**src/rtl/sprite_motion_engine.sv**
```systemverilog
// Wishbone-mapped game-object state: ship position, one ship bullet, three aliens.
// Moves the bullet once per frame tick, resolves alien hits, keeps score and raises a hit irq.
module sprite_motion_engine #(
    parameter int H_RES        = 640,
    parameter int SHIP_W       = 20,
    parameter int SHIP_Y       = 380,
    parameter int BULLET_W     = 2,
    parameter int BULLET_H     = 5,
    parameter int BULLET_SPEED = 4,
    parameter int ALIEN_Y      = 240,
    parameter int ALIEN0_X     = 320,
    parameter int ALIEN1_X     = 350,
    parameter int ALIEN2_X     = 290,
    parameter int PARK_Y       = 1023
) (
    input  logic        wb_clk_i,
    input  logic        wb_rst_i,
    input  logic        wb_cyc_i,
    input  logic        wb_stb_i,
    input  logic        wb_we_i,
    input  logic [31:0] wb_adr_i,
    input  logic [31:0] wb_dat_i,
    input  logic [3:0]  wb_sel_i,
    output logic [31:0] wb_dat_o,
    output logic        wb_ack_o,
    input  logic        frame_tick_i,
    output logic [9:0]  ship_x_o,
    output logic [9:0]  ship_bullet_x_o,
    output logic [9:0]  ship_bullet_y_o,
    output logic [15:0] sprite_display_o,
    output logic        hit_irq_o
);

    typedef enum logic [1:0] {IDLE, MOVE, CHECK, HIT} state_t;

    localparam logic [9:0]  SHIP_X_MAX = 10'(H_RES - SHIP_W);
    localparam logic [9:0]  FIRE_Y     = 10'(SHIP_Y - BULLET_H);
    localparam logic [9:0]  SPEED      = 10'(BULLET_SPEED);
    localparam logic [9:0]  PARK       = 10'(PARK_Y);
    localparam logic [10:0] AY         = 11'(ALIEN_Y);

    state_t      state, state_nxt;
    logic [9:0]  ship_x, bullet_x, bullet_y;
    logic [15:0] alive, score;
    logic [2:0]  hit_flags, hit_sel, hit_vec, hit_lo;
    logic [1:0]  reg_sel;
    logic        req, wr, fire_req;
    logic [31:0] rd_data, ship_x_m, alive_m;
    logic [15:0] alive_nxt;
    logic        unused_adr;

    assign unused_adr = ^{wb_adr_i[31:4], wb_adr_i[1:0]};

    function automatic logic [31:0] merge(input logic [31:0] old_v, input logic [31:0] new_v,
                                          input logic [3:0] sel);
        logic [31:0] r;
        r = old_v;
        for (int b = 0; b < 4; b++)
            if (sel[b]) r[b*8 +: 8] = new_v[b*8 +: 8];
        return r;
    endfunction

    function automatic logic [10:0] alien_x(input int idx);
        case (idx)
            0:       return 11'(ALIEN0_X);
            1:       return 11'(ALIEN1_X);
            default: return 11'(ALIEN2_X);
        endcase
    endfunction

    assign req      = wb_cyc_i & wb_stb_i & ~wb_ack_o;
    assign wr       = req & wb_we_i;
    assign reg_sel  = wb_adr_i[3:2];
    assign fire_req = wr && reg_sel == 2'd2 && wb_sel_i[0] && wb_dat_i[0];
    assign ship_x_m = merge({22'b0, ship_x}, wb_dat_i, wb_sel_i);
    assign alive_m  = merge({16'b0, alive}, wb_dat_i, wb_sel_i);

    // 11-bit overlap test so bx+BULLET_W / by+BULLET_H cannot wrap near 1023
    always_comb begin
        logic [10:0] bx, by, ax;
        hit_vec = '0;
        bx = {1'b0, bullet_x};
        by = {1'b0, bullet_y};
        for (int i = 0; i < 3; i++) begin
            ax = alien_x(i);
            hit_vec[i] = alive[i] && (bx < ax + 11'(SHIP_W)) && (ax < bx + 11'(BULLET_W)) &&
                         (by < AY + 11'(SHIP_W)) && (AY < by + 11'(BULLET_H));
        end
    end

    assign hit_lo = hit_vec & (~hit_vec + 3'd1);

    always_comb begin
        rd_data = '0;
        case (reg_sel)
            2'd0: rd_data = {22'b0, ship_x};
            2'd1: rd_data = {16'b0, alive};
            2'd2: rd_data = {6'b0, bullet_y, 15'b0, state != IDLE};
            2'd3: rd_data = {score, 13'b0, hit_flags};
        endcase
    end

    // ALIVE write lands first; a kill in the same cycle still clears its bit
    always_comb begin
        alive_nxt = alive;
        if (wr && reg_sel == 2'd1) alive_nxt = alive_m[15:0];
        if (state == HIT) alive_nxt = alive_nxt & ~{13'b0, hit_sel};
    end

    always_comb begin
        state_nxt = state;
        case (state)
            IDLE:  if (fire_req) state_nxt = MOVE;
            MOVE:  if (frame_tick_i) state_nxt = (bullet_y < SPEED) ? IDLE : CHECK;
            CHECK: state_nxt = (|hit_vec) ? HIT : MOVE;
            HIT:   state_nxt = IDLE;
        endcase
    end

    always_ff @(posedge wb_clk_i or posedge wb_rst_i) begin
        if (wb_rst_i) state <= IDLE;
        else          state <= state_nxt;
    end

    always_ff @(posedge wb_clk_i or posedge wb_rst_i) begin
        if (wb_rst_i) begin
            ship_x    <= 10'd310;
            bullet_x  <= '0;
            bullet_y  <= PARK;
            alive     <= 16'h0007;
            score     <= '0;
            hit_flags <= '0;
            hit_sel   <= '0;
            wb_ack_o  <= 1'b0;
            wb_dat_o  <= '0;
            hit_irq_o <= 1'b0;
        end else begin
            wb_ack_o  <= req;
            wb_dat_o  <= req ? rd_data : 32'h0;
            hit_irq_o <= (state == HIT);
            alive     <= alive_nxt;
            if (state == CHECK) hit_sel <= hit_lo;

            if (wr && reg_sel == 2'd0)
                ship_x <= (ship_x_m > {22'b0, SHIP_X_MAX}) ? SHIP_X_MAX : ship_x_m[9:0];

            if (wr && reg_sel == 2'd3 && wb_sel_i[0])
                hit_flags <= (hit_flags & ~wb_dat_i[2:0]) | ((state == HIT) ? hit_sel : 3'b0);
            else if (state == HIT)
                hit_flags <= hit_flags | hit_sel;

            if (state == HIT)
                score <= (score == 16'hFFFF) ? score : score + 16'd1;
            else if (wr && reg_sel == 2'd3 && wb_sel_i[3] && wb_dat_i[31])
                score <= '0;

            case (state)
                IDLE: if (fire_req) begin
                    bullet_x <= ship_x + 10'd9;
                    bullet_y <= FIRE_Y;
                end
                MOVE: if (frame_tick_i)
                    bullet_y <= (bullet_y < SPEED) ? PARK : bullet_y - SPEED;
                HIT:  bullet_y <= PARK;
                default: ;
            endcase
        end
    end

    assign ship_x_o         = ship_x;
    assign ship_bullet_x_o  = bullet_x;
    assign ship_bullet_y_o  = bullet_y;
    assign sprite_display_o = alive;

endmodule

```
**config.mk**
```make
export PLATFORM = sky130hd
export DESIGN_NAME = sprite_motion_engine
export DESIGN_NICKNAME = d
export VERILOG_FILES = /design/src/rtl/sprite_motion_engine.sv
export SDC_FILE = /design/constraint.sdc
export NUM_CORES = 1
export LEC_CHECK = 0
export BUFFER_PORTS_ARGS = -buffer_cell sky130_fd_sc_hd__buf_2
export CORE_MARGIN = 8
export CORE_UTILIZATION = 45
export CTS_BUF_LIST = sky130_fd_sc_hd__clkbuf_16
export DETAILED_ROUTE_END_ITERATION = 12
export GPL_TIMING_DRIVEN = 0
export PLACE_DENSITY = 0.82
export SETUP_SLACK_MARGIN = 0.15
export SKIP_LAST_GASP = 1
export SLEW_MARGIN = 20
export SYNTH_ARGS = -nofsm -noshare
export SYNTH_HDL_FRONTEND = slang
export SYNTH_SLANG_ARGS = --single-unit
```
**constraint.sdc**
```tcl
create_clock -name wb_clk_i -period 8.75 [get_ports wb_clk_i]
set_input_delay 1.75 -clock wb_clk_i [delete_from_list [all_inputs] [get_ports wb_clk_i]]
set_output_delay 1.75 -clock wb_clk_i [all_outputs]
set_load 0.005 [all_outputs]
```
# Word-level counts from Yosys, hierarchy flattened

Cells that the tools add are included.
Widths: inputs -> output; s select.

Bits in registers: 104
Bits in latches: 0
Memory bits (writable): 0
ROM bits: 0
Input port bits: 74
Output and inout port bits: 80
Word-level logic and storage cells: 107
Memories kept: 0

$add $sub $neg: 6
Multipliers: 0
Divide/modulo/power cells: 0
$lt $le $gt $ge: 10
Equality and inequality tests: 10
Shifts and indexed selects: 0
Muxes and demuxes: 26
Bitwise gates (word level): 12
Reductions and logical operators: 32

Operators with widths:

| operator              | count |
|---|---|
| $pmux 32 s4           | 1 |
| $mux 16               | 5 |
| $mux 8                | 6 |
| $lt 10x9->1 const B   | 4 |
| $mux 10               | 4 |
| $lt 9x11->1 const A   | 3 |
| $gt 32x10->1 const B  | 1 |
| $mux 32               | 1 |
| $pmux 10 s3           | 1 |
| $logic_and 1x1->1     | 21 |
| $add 16x1->16 const B | 1 |
| $and 16x16->16        | 1 |
| $eq 16x16->1 const B  | 1 |
| $not 3->16            | 1 |
| $add 10x2->11 const B | 1 |
| $add 10x3->11 const B | 1 |
| $lt 8x11->1 const A   | 1 |
| $add 10x4->10 const B | 1 |
| $lt 10x3->1 const B   | 1 |
| $sub 10x3->10 const B | 1 |
| $mux 3                | 3 |
| $eq 2x2->1 const B    | 4 |
| $mux 2                | 4 |
| $pmux 2 s4            | 1 |
| 14 further kinds      | 27 |

# Logic depth before layout (Yosys ltp)

Gate-level depths: netlist of the first run.

Depth after elaboration: 8
Depth in mapped cells: 10
Gate-level depth less buffers: 8

# Worst setup path after synthesis of the first run

Ideal clock, no wire load.

Path kind: input-to-reg
Start point: input port wb_adr_i[3]
End point: register score[15]
Setup time: 0.078 ns
Arrival time: 3.554 ns
Required time: 8.672 ns
Slack: 5.118 ns
Stages on the path: 10
Buffers on the path: 4
Path through: buf_2 -> and4b_1 -> clkbuf_1 -> and3_1 -> and4_1 -> buf_2 -> nor2_1 -> clkbuf_1 -> or3_1 -> a21oi_1

Longest elaborated chain between the ends: 6

RTL lines:

| element                        | line | source |
|---|---|---|
| from (decl)                    | 21   | `input logic [31:0] wb_adr_i,` |
| $eq 2x2->1                     | 154  | `else if (wr && reg_sel == 2'd3 && wb_sel_i[3] && wb_dat_i[31])` |
| $logic_and 1x1->1 (3 in a row) | 154  |  |
| $reduce_bool 2->1 (no line)    | -    |  |
| $reduce_and 2->1 (no line)     | -    |  |
| to (signal assigned)           | 153  | `score <= (score == 16'hFFFF) ? score : score + 16'd1;` |
| to (decl)                      | 44   | `logic [15:0] alive, score;` |

No other way between the ends.
A chain may end at the register's enable or synchronous reset.

# Worst setup path in the final report of the first run

Start point: input port wb_adr_i[3]
End point: register score[14]

Same word-level chain as after synthesis.

==> out/metrics.sh, run 1 <==
OUTCOME='finished, final reports clean'
ANTENNADIODECOUNT=0
CRITPATHKIND='input pin to flip-flop'
NUMPORTBUFFERS=119
VIAS=4336
POSTSYNTHREGISTERBITS=103
DRC=0
TIMING.CRITICAL_PATH.MAX_DELAY_FAMILY='simple AND/OR/NAND/NOR gates'
MIN_PERIOD_OVER_PERIOD_PCT=42.5
SYNTH.LARGEST_AREA_CELL='sky130_fd_sc_hd__dfrtp_1'
GR-USAGE-ALL-LAYERS_PCT=18.6
CAPTURE_POINT_OF_THE_WORST_PATH='score[14]$_DFFE_PP0P_'
ASYNC_RESET_FF_SHARE_PCT=100
COMB_POWER_SHARE_PCT=23.0
DRV_SLEW=0
SYN_WARNINGS=0
FLOORPLAN.INITIALDENSITY_PCT=46.4
WORSTSETUPSTARTPOINT='wb_adr_i[3]'
AVGSYNTHCELLAREA_UM2=10.3
LKG_PWR_nW=3.05
SEQ_AREA_FRAC_SYNTH_PCT=51.4
COMBINED_BUFFER_AND_INVERTER_COUNT_ALONG_THE_CRITICAL_PATH=4
FILLERINSTANCES=919
WORST_PATH_MAX_DELAY_CELL='sky130_fd_sc_hd__or3_1'
LARGEST_CELLS_BY_AREA_AFTER_SYNTHESIS='sky130_fd_sc_hd__dfrtp_1, sky130_fd_sc_hd__dfstp_2, sky130_fd_sc_hd__mux2i_1'
PWR_DENSITY_CELL_nW_PER_UM2=216
ROW_COUNT=38
GRT.OVERFLOW.TOTAL=0
PLACED_AREA_UM2=5860
CRITICAL_PATH.MAX_FANOUT=10
DIE_WIDTH_UM=122
WORST_PATH_SETUP_SLACK_AFTER_ROUTING_NS=5.03
TIMING.CLOCK.SKEW_NS=0.00722
GRT_SETUP_UNREPAIRED='no'
CTS_HOLD_REPAIR.BUFFERS=0
P_SW_SHARE_PCT=30.6
CRITPATHCAPTURETYPE='flip-flop'
DOMINANT_CELL_BY_COUNT_IN_THE_SYNTHESIZED_NETLIST='sky130_fd_sc_hd__dfrtp_1'
FINAL_NETS=701
CLOCK_LATENCY_AT_THE_LATER_PIN_OF_THE_WORST_SKEW_PAIR_NS=0.34
GRT_ANTENNA_BEFORE_REPAIR=0
DP_HPWL_UM=10400
DRT-TOTAL-WL_UM=13800
DIE_HEIGHT_UM=122
CRITICAL_PATH_DEPTH=10
NETLIST_INSTANCES=491
VIAS_PER_INST=5.65
FIN_TNS_SETUP_NS=0
CLOCK_PATH_BUFFERS=2
SYNTHDOMINANTCELLAREASHARE_PCT=42.6
FLOORPLAN.CORE_AREA_UM2=10900
CLOCK_TREE_FROM_TRITONCTS='built'
SYNTH-EDFF-COUNT=0
CLOCK_TREE.HTREE_LEVEL_COUNT=3
REG2REG_SLACK_NS=5.89
PLACEMENT.SETUP.WORST_SLACK_NS=4.69
DRT-PASS1-ITER-COUNT=4
SYNTH-MAIN-FF-CELL='sky130_fd_sc_hd__dfrtp_1'
TRITONCTS.NUM_BUFFERS=9
IO-PIN-COUNT=154
CRITICAL-PATH-MAX-STAGE-DELAY_NS=0.38
LAYOUT_MIN_CYCLE_TIME_NS=3.72
FINAL_ANTENNA_NET_COUNT=0
SYNTH.NET_COUNT=570
CP.ARRIVAL_NS=3.99
WORST-SLEW-PIN-TRANSITION_NS=0.855
CLKSLEWWORSTSETUPHOLDPATHS_NS=0.07
VIA_COUNT_OF_THE_FIRST_GLOBAL_ROUTING_PASS=4382
HEADROOM_TO_THE_MAX_SLEW_LIMIT_PCT=43.0
FINAL_DESIGN_AREA_NO_FILL_UM2=6170
MAX-VDD-IR-DROP_uV=119
PIN_COUNT_OF_THE_BIGGEST_NET_ENTERING_GLOBAL_ROUTING=61
SYNTHDISTINCTLIBCELLS=63
ROUTABILITYCONGESTION=0.858
SETUP-VIOLATIONS-FINAL=0
DIEAREA_UM2=14900
DRV.MAX_CAP_VIOLATION_COUNT=0
TIMING.FINAL.HOLD_VIOLATIONS=0
POWER_REPORT.INTERNAL_TOTAL_mW=0.928
POSTCTSSETUPREPAIRBUFS=0
CTSRESIZECOUNT=0
DRIVE_ABOVE_1_SHARE_PCT=28.5
SWITCHING_POWER_mW=0.408
SEQ_POWER_SHARE_PCT=45.5
DRT-WIRELENGTH-PER-CELL_UM=17.9
SYNTH.CELL_AREA_UM2=5060
CP.REQUIRED_NS=9.01
GRT_PASS1_WL_UM=22100
HOLD_PATH.CLASS='flip-flop to flip-flop'
SYN2LAYOUT_AREA_GROWTH_PCT=22.1
CELL_CHOSEN_FOR_THE_CLOCK_ROOT='sky130_fd_sc_hd__clkbuf_16'
DRT_ITER0_DRC=320
SYNTH.CELLS.MOST_FREQUENT='sky130_fd_sc_hd__dfrtp_1, sky130_fd_sc_hd__nor2_1, sky130_fd_sc_hd__nand2_1'
CP_LAUNCH_TYPE='input pin'
TIMING.REG2REG.WORST_PATH_DEPTH=9
CTS.SINK_COUNT=103
RR_ENDPOINT='hit_sel[1]$_DFFE_PP0P_'
R2R_START='ship_bullet_y_o[2]$_DFFE_PP1P_'
FMAX_GHz=0.269
CELLS_ALONG_THE_CRITICAL_PATH='buf_2, and4b_1, clkbuf_1, and3_1, and4_1, buf_2, nor2_1, clkbuf_1, or3_1, a21oi_1'
PWR-SHARE-CLK_PCT=31.6
==> power by group through the flow <==
stage               registers (mW)  clock network, mW  logic [mW]
floorplan                    0.602                  0       0.191
global placement             0.610                  0       0.290
detailed placement           0.614                  0       0.304
CTS                          0.606              0.427       0.309
global route                 0.616              0.448       0.342
finish                       0.608              0.422       0.307
==> per-stage QoR <==
stage               cells  utilization (%)  total power [mW]  hold WS (ns)
floorplan             491                -             0.793         0.407
global placement      750             53.5             0.900         0.447
detailed placement    751             53.8             0.917         0.454
CTS                   767             56.7              1.34         0.463
global route          767             56.7              1.41         0.474
finish                767             56.7              1.34         0.459
==> logic make-up (layout without fill, tap and decap cells) <==
| family | after synthesis | after routing | synth area share [%] |
|---|---|---|---|
| flops | 103 | 103 | 51.4 |
| compound gates | 105 | 105 | 14.5 |
| fa+ha+maj | 5 | 5 | 1.24 |
| xor+xnor | 17 | 17 | 2.94 |
| mux | 36 | 36 | 7.42 |
| buf+inv | 44 | 180 | 4.06 |
| simple gates | 181 | 181 | 18.5 |
==> layout make-up <==
type,instances,area [um2],share of cell area [%]
Timing Repair Buffer,120,623,10.1
Buffer,29,149,2.41
Inverter,15,61.3,0.993
Clock inverter,7,88.8,1.44
Sequential cell,103,2600,42.1
Multi-Input combinational cell,344,2250,36.5
Clock buffer,9,225,3.65
Tap cell,140,175,2.84
==> worst min-delay path by stage <==
stage                                               end  slack [ns]  cells past startpoint                    from
after floorplan           sprite_display_o[0]$_DFF_PP1_        0.41                      1  hit_sel[0]$_DFFE_PP0P_
after global placement    sprite_display_o[2]$_DFF_PP1_        0.45                      1  hit_sel[2]$_DFFE_PP0P_
after detailed placement  sprite_display_o[2]$_DFF_PP1_        0.45                      1  hit_sel[2]$_DFFE_PP0P_
after CTS                 sprite_display_o[2]$_DFF_PP1_        0.46                      1  hit_sel[2]$_DFFE_PP0P_
after global routing      sprite_display_o[2]$_DFF_PP1_        0.47                      1  hit_sel[2]$_DFFE_PP0P_
final                     sprite_display_o[2]$_DFF_PP1_        0.46                      1  hit_sel[2]$_DFFE_PP0P_
==> registers in the layout, indices dropped and copies added (netlist names) <==
register / count
wb_dat_o: 32
score: 16
sprite_display_o: 16
ship_bullet_x_o: 10
ship_x_o: 10
ship_bullet_y_o: 9
hit_flags: 3
hit_sel: 3
state: 2
hit_irq_o: 1
wb_ack_o: 1
==> routing by layer <==
metal | GRT usage [%] | vias to the layer above | wire length, um
li1 | - | 2033 | -
met1 | 22.3 | 2124 | 5530
met2 | 31.6 | 153 | 6970
met3 | 5.78 | 26 | 1030
met4 | 5.01 | 0 | 239
met5 | 0 | - | 0
==> cells in the final DEF (no fill, tap or decap), types with 6 or more instances in the layout <==
| cell | netlist | final |
|---|---|---|
| sky130_fd_sc_hd__inv_1 | 15 | 15 |
| sky130_fd_sc_hd__a31oi_1 | 7 | 7 |
| sky130_fd_sc_hd__mux2_2 | 12 | 12 |
| sky130_fd_sc_hd__a21oi_1 | 27 | 27 |
| sky130_fd_sc_hd__nand3_1 | 10 | 10 |
| sky130_fd_sc_hd__o21ai_1 | 10 | 10 |
| sky130_fd_sc_hd__buf_2 | 2 | 121 |
| sky130_fd_sc_hd__nand2_1 | 37 | 37 |
| sky130_fd_sc_hd__nor2_1 | 53 | 53 |
| sky130_fd_sc_hd__dfstp_2 | 17 | 17 |
| sky130_fd_sc_hd__o21ai_0 | 13 | 13 |
| sky130_fd_sc_hd__and3_1 | 24 | 24 |
| sky130_fd_sc_hd__clkbuf_16 | 0 | 9 |
| sky130_fd_sc_hd__xnor2_1 | 8 | 8 |
| sky130_fd_sc_hd__nand4_1 | 11 | 11 |
| sky130_fd_sc_hd__xor2_1 | 9 | 9 |
| sky130_fd_sc_hd__nand2b_1 | 6 | 6 |
| sky130_fd_sc_hd__clkbuf_1 | 18 | 18 |
| sky130_fd_sc_hd__mux2i_1 | 24 | 24 |
| sky130_fd_sc_hd__dfrtp_1 | 86 | 86 |
(Power assumes the default switching activity.)
==> run 2, diff against run 1 <==
--- a/config.mk
+++ b/config.mk
@@ -5,13 +5,14 @@
 export SDC_FILE = /design/constraint.sdc
 export NUM_CORES = 1
 export LEC_CHECK = 0
+export ABC_AREA = 1
 export BUFFER_PORTS_ARGS = -buffer_cell sky130_fd_sc_hd__buf_2
 export CORE_MARGIN = 8
 export CORE_UTILIZATION = 45
 export CTS_BUF_LIST = sky130_fd_sc_hd__clkbuf_16
 export DETAILED_ROUTE_END_ITERATION = 12
 export GPL_TIMING_DRIVEN = 0
-export PLACE_DENSITY = 0.82
+export PLACE_DENSITY = 0.85
 export SETUP_SLACK_MARGIN = 0.15
 export SKIP_LAST_GASP = 1
 export SLEW_MARGIN = 20
==> constraint.sdc (replaced) <==
create_clock -name wb_clk_i -period 3.1 [get_ports wb_clk_i]
set_input_delay 0.62 -clock wb_clk_i [delete_from_list [all_inputs] [get_ports wb_clk_i]]
set_output_delay 0.62 -clock wb_clk_i [all_outputs]
set_load 0.005 [all_outputs]
==> out/metrics.sh, run 2 <==
OUTCOME='finished, final reports clean'
NETLIST_INSTANCES=699  # +42%
SETUP-VIOLATIONS-FINAL=0  # unchanged
CLOCK_TREE_FROM_TRITONCTS='built'
TRITONCTS.NUM_BUFFERS=9  # unchanged
CLOCK_LATENCY_AT_THE_LATER_PIN_OF_THE_WORST_SKEW_PAIR_NS=0.34  # about the same
WORST_PATH_MOST_REPEATED_CELL='sky130_fd_sc_hd__nor2_1'
DOMINANT_CELL_BY_COUNT_IN_THE_SYNTHESIZED_NETLIST='sky130_fd_sc_hd__nand2_1'
CTSRESIZECOUNT=0  # unchanged
SYNTH-XOR-AREA-SHARE_PCT=2.14  # -0.80 points
TIMING.CRITICAL_PATH.MAX_DELAY_FAMILY='simple AND/OR/NAND/NOR gates'
FMAX_GHz=0.513
WORST_PATH_MAX_DELAY_CELL='sky130_fd_sc_hd__dfrtp_1'
CTS_HOLD_REPAIR.BUFFERS=0  # unchanged
AVGSYNTHCELLAREA_UM2=7.60  # -26%
SYN2LAYOUT_AREA_GROWTH_PCT=22.3
FINAL_NETS=914  # +30%
DRT-WIRELENGTH-PER-CELL_UM=14.7  # -18%
DP_CELLS=967  # +29%
HEADROOM_TO_THE_MAX_SLEW_LIMIT_PCT=64.0  # +21 points
POSTSYNTHREGISTERBITS=103  # unchanged
FINALPOWER_mW=3.85  # +190%
GR-USAGE-ALL-LAYERS_PCT=18.6  # +0.040 points
SYNTHDISTINCTLIBCELLS=35  # -44%
REG2REG_SLACK_NS=1.15  # -4.74 ns
COMBINED_BUFFER_AND_INVERTER_COUNT_ALONG_THE_CRITICAL_PATH=2  # -2
CRITICAL-PATH-MAX-STAGE-DELAY_NS=0.40  # +0.02 ns
GRT.OVERFLOW.TOTAL=0  # unchanged
LAYOUT.CELLS.MOST_COMMON_LIST='sky130_fd_sc_hd__nand2_1, sky130_fd_sc_hd__buf_2, sky130_fd_sc_hd__nor2_1, sky130_fd_sc_hd__dfrtp_1, sky130_fd_sc_hd__inv_1'
CLKSLEWWORSTSETUPHOLDPATHS_NS=0.07  # about the same
DRC=0  # unchanged
SYNTH_COMPOUND_AREA_SHARE_PCT=11.6  # -2.9 points
SEQ_AREA_FRAC_SYNTH_PCT=48.9  # -2.5 points
NUMPORTBUFFERS=122  # +2.5%
RR_ENDPOINT='score[2]$_DFFE_PP0P_'
FILLERINSTANCES=1025  # +12%
LARGEST_REGISTER_FF_COUNT=32  # unchanged
CELLS_ALONG_THE_CRITICAL_PATH='nor2_4, nand2_2, nor2_1, nand4_1, nand2_1, buf_6, clkinv_4, a21oi_1, nor2_1'
SYNTH_ADDER_AREA_SHARE_PCT=1.18  # -0.059 points
DRT_ITER0_DRC=423  # +32%
CRITPATHCAPTURETYPE='flip-flop'
GRT_PASS1_WL_UM=24400  # +10%
ROUTABILITYCONGESTION=0.937  # +9.2%
CTS.SINK_COUNT=103  # unchanged
SYNTH-MAIN-FF-CELL='sky130_fd_sc_hd__dfrtp_1'
CLOCK_TREE.HTREE_LEVEL_COUNT=3  # unchanged
FINAL_DESIGN_AREA_NO_FILL_UM2=6500  # +5.2%
DRIVE_ABOVE_1_SHARE_PCT=21.7  # -6.9 points
GRT_SETUP_UNREPAIRED='no'
SYNTH.NET_COUNT=778  # +36%
DP_HPWL_UM=11300  # +9.3%
FINAL_ANTENNA_NET_COUNT=0  # unchanged
DRT-TOTAL-WL_UM=14500  # +5.0%
LEADING_CELL_TYPE_IN_THE_LAYOUT_FILL_AND_TAPS_EXCLUDED='sky130_fd_sc_hd__nand2_1'
SYNTH.CELLS.MOST_FREQUENT='sky130_fd_sc_hd__nand2_1, sky130_fd_sc_hd__dfrtp_1, sky130_fd_sc_hd__nor2_1'
LARGEST_CELLS_BY_AREA_AFTER_SYNTHESIS='sky130_fd_sc_hd__dfrtp_1, sky130_fd_sc_hd__nand2_1, sky130_fd_sc_hd__dfstp_2'
POSTCTSSETUPREPAIRBUFS=0  # unchanged
DRT-PASS1-ITER-COUNT=5  # +1
YOSYS.AREA_SHARE.SIMPLE_PCT=28.5  # +10 points
CP_LAUNCH_TYPE='flip-flop'
ASYNC_RESET_FF_SHARE_PCT=100  # unchanged
LARGEST_REGISTER='wb_dat_o'
PIN_COUNT_OF_THE_BIGGEST_NET_ENTERING_GLOBAL_ROUTING=36  # -41%
SYNTH-EDFF-COUNT=0  # unchanged
FLOORPLAN.INITIALDENSITY_PCT=46.3  # -0.12 points
CLOCK_PATH_BUFFERS=2  # unchanged
TIMING.REG2REG.WORST_PATH_DEPTH=9  # unchanged
HOLD_PATH.CLASS='input pin to asynchronous set/reset pin'
VIA_COUNT_OF_THE_FIRST_GLOBAL_ROUTING_PASS=5056  # +15%
FINAL_CORE_UTIL_PCT=56.7  # about the same
SYNTH.CELL_AREA_UM2=5310  # +5.0%
IO-PIN-COUNT=154  # unchanged
CP.ARRIVAL_NS=2.18  # -1.81 ns
SYNTHDOMINANTCELLAREASHARE_PCT=40.5  # -2.0 points
LAYOUTNONFILLERINSTCOUNT=985  # +28%
PLACED_AREA_UM2=6160  # +5.2%
DRV_SLEW=0  # unchanged
PWR_DENSITY_CELL_nW_PER_UM2=592  # +170%
DIE_HEIGHT_UM=125  # +2.2%
FIN_TNS_SETUP_NS=0  # unchanged
DIE_WIDTH_UM=125  # +2.2%
WORST-SLEW-PIN-TRANSITION_NS=0.539  # -0.316 ns
R2R_START='wb_ack_o$_DFF_PP0_'
LKG_PWR_nW=3.33  # +9.2%
CRITICAL_PATH.MAX_FANOUT=10  # unchanged
MIN_PERIOD_OVER_PERIOD_PCT=62.9
LAYOUT_MIN_CYCLE_TIME_NS=1.95
REGAREA_UM2=2600  # unchanged
TIMING.FINAL.HOLD_VIOLATIONS=0  # unchanged
SYNTHMUXAREASHARE_PCT=0.424  # -7.0 points
CP.REQUIRED_NS=3.33  # -5.68 ns
FLOORPLAN.CORE_AREA_UM2=11500  # +5.3%
SYNTH.LARGEST_AREA_CELL='sky130_fd_sc_hd__dfrtp_1'
DOMINANT_COMBINATIONAL_CELL_FAMILY_BY_AREA_AFTER_SYNTHESIS='simple AND/OR/NAND/NOR gates'
VIAS_PER_INST=5.17  # -8.5%
MULTI_INPUT_COMB_AREA_UM2=2330  # +3.3%
DRV.MAX_CAP_VIOLATION_COUNT=0  # unchanged
GRT_ANTENNA_BEFORE_REPAIR=0  # unchanged
DIEAREA_UM2=15500  # +4.4%
TIMING.CLOCK.SKEW_NS=0.0108  # +0.00355 ns
MAX-VDD-IR-DROP_uV=322  # +170%
CRITPATHKIND='flip-flop to flip-flop'
ROW_COUNT=39  # +2.6%
CELL_CHOSEN_FOR_THE_CLOCK_ROOT='sky130_fd_sc_hd__clkbuf_16'
VIAS=5093  # +17%
SYN_WARNINGS=0  # unchanged
run 2: cell types whose count changed after synthesis, sizes merged, moves of 24 or more:
cell | before | now
nand2 | 37 | 206
inv | 15 | 79
o21ai | 23 | 65
nand3 | 11 | 51
nor2 | 53 | 92
and3 | 25 | 0
mux2i | 24 | 0
run 2: report_power, final:
| group | internal [mW] | total, mW | switching (mW) |
|---|---|---|---|
| registers | 1.55 | 1.77 | 0.215 |
| clock network | 0.718 | 1.23 | 0.514 |
| logic | 0.333 | 0.845 | 0.512 |
run 2: area by class of cell:
class | instances | share of cell area (%)
clock buffers | 9 | 3.47
flip-flops and latches | 103 | 40.0
clock inverters | 7 | 1.56
repair buffers | 125 | 10.3
well taps | 143 | 2.75
diodes | 2 | 0.0770
plain buffers | 16 | 1.23
multi-input cells | 500 | 35.8
inverters | 80 | 4.76
run 2: worst register-to-register path, stage by stage (launching register included):
cell and delay (ns):
sky130_fd_sc_hd__dfrtp_1 0.40, sky130_fd_sc_hd__nor2_4 0.20, sky130_fd_sc_hd__nand2_2 0.11, sky130_fd_sc_hd__nor2_1 0.29
sky130_fd_sc_hd__nand4_1 0.25, sky130_fd_sc_hd__nand2_1 0.16, sky130_fd_sc_hd__buf_6 0.16, sky130_fd_sc_hd__clkinv_4 0.09
sky130_fd_sc_hd__a21oi_1 0.12, sky130_fd_sc_hd__nor2_1 0.05
run 2: cell families after synthesis:
kind of cell    after synthesis
buf+inv                      96
mux                           2
simple gates                365
flops                       103
xor+xnor                     13
fa+ha+maj                     5
compound gates              115
run 2: metal layers:
metal / share of wire (%) / vias to the layer above / track usage, %
met5: 0 / - / 0
met3: 7.7 / 21 / 5.79
li1: - / 2513 / -
met2: 47 / 183 / 30.8
met1: 44 / 2376 / 23.3
met4: 1.3 / 0 / 4.25
run 2: worst max path at each step:
stage | from | endpoint | cells after the start
after global routing | wb_ack_o$_DFF_PP0_ | score[2]$_DFFE_PP0P_ | 9
after global placement | wb_rst_i | sprite_display_o[10]$_DFFE_PP0P_ | 2
after CTS | wb_ack_o$_DFF_PP0_ | score[2]$_DFFE_PP0P_ | 9
after detailed placement | wb_cyc_i | score[2]$_DFFE_PP0P_ | 11
final | wb_ack_o$_DFF_PP0_ | score[2]$_DFFE_PP0P_ | 9
after floorplan | wb_rst_i | hit_flags[0]$_DFFE_PP0P_ | 1
run 2: through the flow:
step / setup slack (ns) / hold slack, ns
finish: 1.15 / 0.231
global route: 0.949 / 0.249
CTS: 1.13 / 0.235
detailed placement: 0.789 / 0.479
global placement: 0.598 / 0.466
floorplan: 1.26 / 0.453
